**src/rtl/uart_tx_arbiter.sv**
```systemverilog
// Round-robin arbiter/sequencer sharing one bit-per-clock UART transmitter between NUM_REQ producers.
// Optional sticky-lock feature for uninterleaved multi-byte messages: UART_TX_ARB_LOCK_EN.
module uart_tx_arbiter #(
   parameter int NUM_REQ    = 4,
   parameter int IDX_W      = 2,
   parameter int FRAME_WAIT = 10
) (
   input  logic                 clk,
   input  logic                 rst_n,
   input  logic [NUM_REQ-1:0]   req_valid,
   input  logic [NUM_REQ*8-1:0] req_data,
`ifdef UART_TX_ARB_LOCK_EN
   input  logic [NUM_REQ-1:0]   req_lock,
`endif
   output logic [NUM_REQ-1:0]   req_ready,
   output logic                 tx_load,
   output logic [7:0]           tx_data,
   output logic                 busy,
   output logic [IDX_W-1:0]     grant_id
);

   localparam int unsigned      N_U      = NUM_REQ;
   localparam int               EXT_N    = 2 ** IDX_W;
   localparam int               CNT_W    = $clog2(FRAME_WAIT + 1);
   localparam logic [CNT_W-1:0] CNT_INIT = CNT_W'(FRAME_WAIT - 1);

   typedef enum logic [1:0] {
      ST_IDLE,
      ST_LOAD,
      ST_WAIT
   } state_t;

   state_t           r_state;
   logic [CNT_W-1:0] r_wait_cnt;
   logic [IDX_W-1:0] r_last;
   logic [IDX_W-1:0] r_grant;
   logic             r_tx_load;
   logic [7:0]       r_tx_data;

   logic [EXT_N-1:0] w_valid_ext;
   logic [IDX_W-1:0] w_rr_win;
   logic [IDX_W-1:0] w_win;
   logic             w_found;
   logic             w_xfer;
   logic [7:0]       w_win_data;

   // Pad valid to a power-of-two vector so IDX_W-wide indices are always in range.
   always_comb begin
      w_valid_ext                = '0;
      w_valid_ext[NUM_REQ-1:0]   = req_valid;
   end

   always_comb begin
      w_rr_win = r_last;
      w_found  = 1'b0;
      for (int unsigned k = 1; k <= N_U; k++) begin
         if (!w_found && w_valid_ext[IDX_W'((32'(r_last) + k) % N_U)]) begin
            w_rr_win = IDX_W'((32'(r_last) + k) % N_U);
            w_found  = 1'b1;
         end
      end
   end

`ifdef UART_TX_ARB_LOCK_EN
   logic             r_lock;
   logic [EXT_N-1:0] w_lock_ext;

   always_comb begin
      w_lock_ext              = '0;
      w_lock_ext[NUM_REQ-1:0] = req_lock;
   end

   // A locked requester that is still valid overrides the rotation; w_found is unaffected.
   assign w_win = (r_lock && w_valid_ext[r_last]) ? r_last : w_rr_win;
`else
   assign w_win = w_rr_win;
`endif

   assign w_xfer = (r_state == ST_IDLE) && w_found;

   always_comb begin
      req_ready  = '0;
      w_win_data = '0;
      for (int unsigned j = 0; j < N_U; j++) begin
         if (w_win == IDX_W'(j)) begin
            req_ready[j] = w_xfer;
            w_win_data   = req_data[j*8 +: 8];
         end
      end
   end

   always_ff @(posedge clk or negedge rst_n) begin
      if (!rst_n) begin
         r_state    <= ST_IDLE;
         r_wait_cnt <= '0;
         r_last     <= IDX_W'(NUM_REQ - 1);
         r_grant    <= '0;
         r_tx_load  <= 1'b0;
         r_tx_data  <= '0;
`ifdef UART_TX_ARB_LOCK_EN
         r_lock     <= 1'b0;
`endif
      end else begin
         case (r_state)
            ST_IDLE: begin
               if (w_found) begin
                  r_tx_data <= w_win_data;
                  r_tx_load <= 1'b1;
                  r_grant   <= w_win;
                  r_last    <= w_win;
                  r_state   <= ST_LOAD;
`ifdef UART_TX_ARB_LOCK_EN
                  r_lock    <= w_lock_ext[w_win];
`endif
               end
            end
            ST_LOAD: begin
               r_tx_load  <= 1'b0;
               r_wait_cnt <= CNT_INIT;
               r_state    <= ST_WAIT;
            end
            ST_WAIT: begin
               if (r_wait_cnt == '0) begin
                  r_state <= ST_IDLE;
               end else begin
                  r_wait_cnt <= r_wait_cnt - 1'b1;
               end
            end
            default: begin
               r_state <= ST_IDLE;
            end
         endcase
      end
   end

   assign tx_load  = r_tx_load;
   assign tx_data  = r_tx_data;
   assign grant_id = r_grant;
   assign busy     = (r_state != ST_IDLE);

endmodule

```
**config.mk**
```make
export PLATFORM = sky130hd
export DESIGN_NAME = uart_tx_arbiter
export DESIGN_NICKNAME = d
export VERILOG_FILES = /design/src/rtl/uart_tx_arbiter.sv
export SDC_FILE = /design/constraint.sdc
export NUM_CORES = 1
export LEC_CHECK = 0
export CORE_MARGIN = 5
export CORE_UTILIZATION = 44
export CTS_CLUSTER_DIAMETER = 100
export CTS_CLUSTER_SIZE = 40
export DETAILED_ROUTE_END_ITERATION = 16
export GPL_ROUTABILITY_DRIVEN = 1
export GPL_TIMING_DRIVEN = 0
export HOLD_SLACK_MARGIN = 0.08
export PLACE_DENSITY_LB_ADDON = 0.1
export RECOVER_POWER = 25
export SETUP_SLACK_MARGIN = 0.5
export SKIP_LAST_GASP = 1
export SLEW_MARGIN = 20
export SYNTH_ARGS = -nofsm -noshare
export SYNTH_HDL_FRONTEND = slang
export SYNTH_SLANG_ARGS = --single-unit
```
**constraint.sdc**
```tcl
create_clock -name clk -period 4.2 [get_ports clk]
set_clock_uncertainty 0.2 [all_clocks]
set_input_delay 0.84 -clock clk [delete_from_list [all_inputs] [get_ports clk]]
set_output_delay 0.84 -clock clk [all_outputs]
set_load 0.005 [all_outputs]
```
==> results.md <==
* Clk sinks at 19
* Synth Cell Area at roughly 1200 µm²
* Detailed placement HPWL at around 2500 µm
* Sequential area share after synthesis at between 40% and 50%
* Largest net degree at the start of global routing at 20
* Core ar. at ~2500 µm²
* Hold buffers post-CTS at 0
* Clock-pin slew on the worst setup and hold paths at between 0.1 and 0.15 ns
* Nets at 220
* Crit path max fanout at 10
* Post-synth EDFFs at 0
* Port Buffer Count at 53
* Worst Path Required at 3.16 ns
* Pint at about 0.00073 W
* Pwr Density at 667 nW/µm²
* CTS max path bufs at 2
* Routed vias/inst at approximately 5.4
* Status: completed
* Post-synth top area share at between 30% and 40%
* Final Hold Vio Count at 0
* Number of H-tree levels at 1
* Top FF cell, synth: dfrtp_1
* Clk network pwr share at 7.8%
* GPL Wtd Cong at between 0.6 and 0.7
* RSZ-0062 raised after global routing: no
* First-pass GRT wire length at approximately 5000 µm
* Biggest cell delay along the critical path at around 0.47 ns
* Final Cycle Share at between 80% and 90%
* Switch share at between 30% and 40%
* Worst IR drop on VDD at about 0.00047 V
* Ports at 54
* Reg-to-Reg End: grant_id[0]$_DFFE_PN0N_
* Post-synthesis cell count at ~120
* Finish-stage setup viols at 0
* Critical path endpoint category: output port
* Starting DRT DRC Count at 47
* Skew-Pair Late Insertion Delay at 0.29 ns
* Worst Setup Start Kind: input pin
* Die H at just over 60 µm
* Initial core utilization at 46.5%
* Critical Path AT at roughly 2.7 ns
* Top cells by instance count after synthesis: 18 x nand2_1, 17 x dfrtp_1, 17 x mux2i_1
* Synth Register Bits at 19
* Reg2Reg Launch Point: r_state[0]$_DFFE_PN0P_
* Crit path top cell by count: clkdlybuf4s50_1
* Diode count at 0
* Area of the die at roughly 3800 µm²
* GRT Overall Usage at around 17%
* Ranking of synthesized cells by area: dfrtp_1 37%, mux2i_1 15%, o221ai_2 9.0%, nand2_1 5.8%, dfstp_2 4.5%
* Max Clock Freq at approximately 270 MHz
* Sequential share of power at about 29%
* Sw Pwr at approximately 0.00048 W
* CP bufs+invs at 3
* Vias in the first global route at 1150
* Hold Crit Class: flip-flop to flip-flop
* Slew margin rel. at approximately 43%
* Synth unique cells at 34
* Most common cell in the netlist: nand2_1
* CP Capture Point: req_ready[1]
* Vias after detailed routing at approximately 1100
* Routed WL at ~3100 µm
* Proportion of power drawn by combinational gates at 63.2%
* CTS tree: done
* CP Class: input pin to output port
* Layout cells sized above 1 at between 10% and 20%
* Row Count at 18
* Final TNS setup at 0 ns
* Final min period at between 3 and 4 ns
* Crit path depth at 7
* Reg2reg setup slack at a little under 2 ns
* Routed wire length per instance at approximately 15 µm
* Ys Warns at 0
* Top delay family on crit path: buffers and inverters
* Residual DRC count at 0
* Worst Min Path Start: tx_data[6]$_DFFE_PN0N_
* Reg2reg path depth at 6
* Cell-by-cell trace of the critical path: clkdlybuf4s50_1 > nor4_1 > or2_0 > inv_2 > o31ai_4 > nor2_1 > clkdlybuf4s50_1
* Layout area overhead at 55.7%
* Area leader, netlist: dfrtp_1
* Avg Cell Area, Syn at 9.95 µm²
* Worst-margin pin slew at roughly 0.85 ns
* TritonRoute pass-1 iters at 4
* Post-synth ARST share at 100%
* Non-Filler Instances at 210
* Final global-route overflow total at 0
* CP max stage cell: clkdlybuf4s50_1
* Max Cap Viol at 0
* Final antenna-violating net count at 0
* Leakage Power at between 0.8 and 0.9 nW
* Root Buffer: clkbuf_4
* Width of the die at between 60 and 70 µm
* Initial antenna violation count at 0
* Num CTS Buffers at 3
* Post-Place Cells at 200
* Crit path launch: req_valid[2]
* Syn nets at about 160
* Count of pins over their slew limit at 0
## power groups by stage
stage | Clock, W | Combinational [W] | Sequential (W)
floorplan | 0 | 0.000450 | 0.000345
global placement | 0 | 0.000702 | 0.000347
detailed placement | 0 | 0.000722 | 0.000352
CTS | 0.0000953 | 0.000744 | 0.000349
global route | 0.000103 | 0.000839 | 0.000364
finish | 0.0000941 | 0.000763 | 0.000351
## flip-flops by register name, indices dropped and copies added, names as in the netlist
register and count:
tx_data 8, tx_load 1, grant_id 2, r_last 2, r_wait_cnt 4, r_state 2
## what timing repair did
item | CTS | global route
buffers inserted | 2 | 4
pin swaps | 0 | 2
resized for setup | 8 | 2
endpoints found under the hold margin | 0 | 0
endpoints found under the setup margin | 4 | 2
## layout by cell type, fill, tap and decap left out, drive strengths merged, types with 2 or more instances in the layout
cell / Yosys / final
a21oi: 3 / 3
buf: 4 / 10
clkbuf: 1 / 4
clkdlybuf4s50: 0 / 46
dfrtp: 17 / 17
dfstp: 2 / 2
dlygate4sd2: 0 / 5
inv: 8 / 8
mux2i: 17 / 17
nand2: 18 / 18
nor2: 10 / 10
nor2b: 2 / 2
nor4: 2 / 2
o21a: 2 / 2
o21ai: 6 / 6
o221ai: 8 / 8
o22ai: 2 / 2
or2: 2 / 2
## cell type report
| cell class | count | area [µm²] |
|---|---|---|
| fill | 203 | 688 |
| multi-input combinational | 85 | 628 |
| timing repair buffer | 59 | 572 |
| sequential | 19 | 478 |
| buffer | 5 | 38.8 |
| tap | 30 | 37.5 |
| inverter | 8 | 30.0 |
| clock buffer | 3 | 22.5 |
| clock inverter | 1 | 5.00 |
## worst register-to-register path, stage by stage, from the launching register on
cell and delay (ns):
dfrtp_1 0.45, or2_4 0.26, or2_0 0.32, or4_4 0.48
buf_8 0.15, buf_4 0.17, o21a_1 0.11
## worst min-delay path by stage
stage / to / cells after the start / slack (ns)
3_5_place_dp: tx_data[6]$_DFFE_PN0N_ / 2 / 0.28
5_1_grt: tx_data[6]$_DFFE_PN0N_ / 2 / 0.32
2_1_floorplan: grant_id[1]$_DFFE_PN0N_ / 2 / 0.27
4_1_cts: tx_data[6]$_DFFE_PN0N_ / 2 / 0.30
3_3_place_gp: grant_id[1]$_DFFE_PN0N_ / 2 / 0.26
6_report: tx_data[6]$_DFFE_PN0N_ / 2 / 0.31
## metal layers
layer	up-vias	routed length (µm)	global-route usage [%]
li1	551	-	-
met1	537	1280	18.8
met2	41	1610	31.9
met3	4	205	5.66
met4	0	26	5.15
met5	-	0	0
## metrics by stage
step           utilization (%)  hold WS, ns  area, µm²  setup WS, ns  total power [W]
6_report                  72.5        0.306       1810         0.481          0.00121
5_1_grt                   72.5        0.319       1810         0.358          0.00131
4_1_cts                   71.1        0.305       1780         0.514          0.00119
3_5_place_dp              69.3        0.278       1730         0.212          0.00107
3_3_place_gp              69.3        0.263       1730         0.227          0.00105
2_1_floorplan                -        0.270       1160          1.30         0.000795
## cells by family after synthesis
kind of cell	synth area share, %
AOI/OAI and AO/OA	21.7
adders and majority gates	1.08
buffers and inverters	5.05
DFF	41.1
muxes	14.6
and+or+nand+nor	16.5
Note: power is estimated with default switching activity, not from simulation.
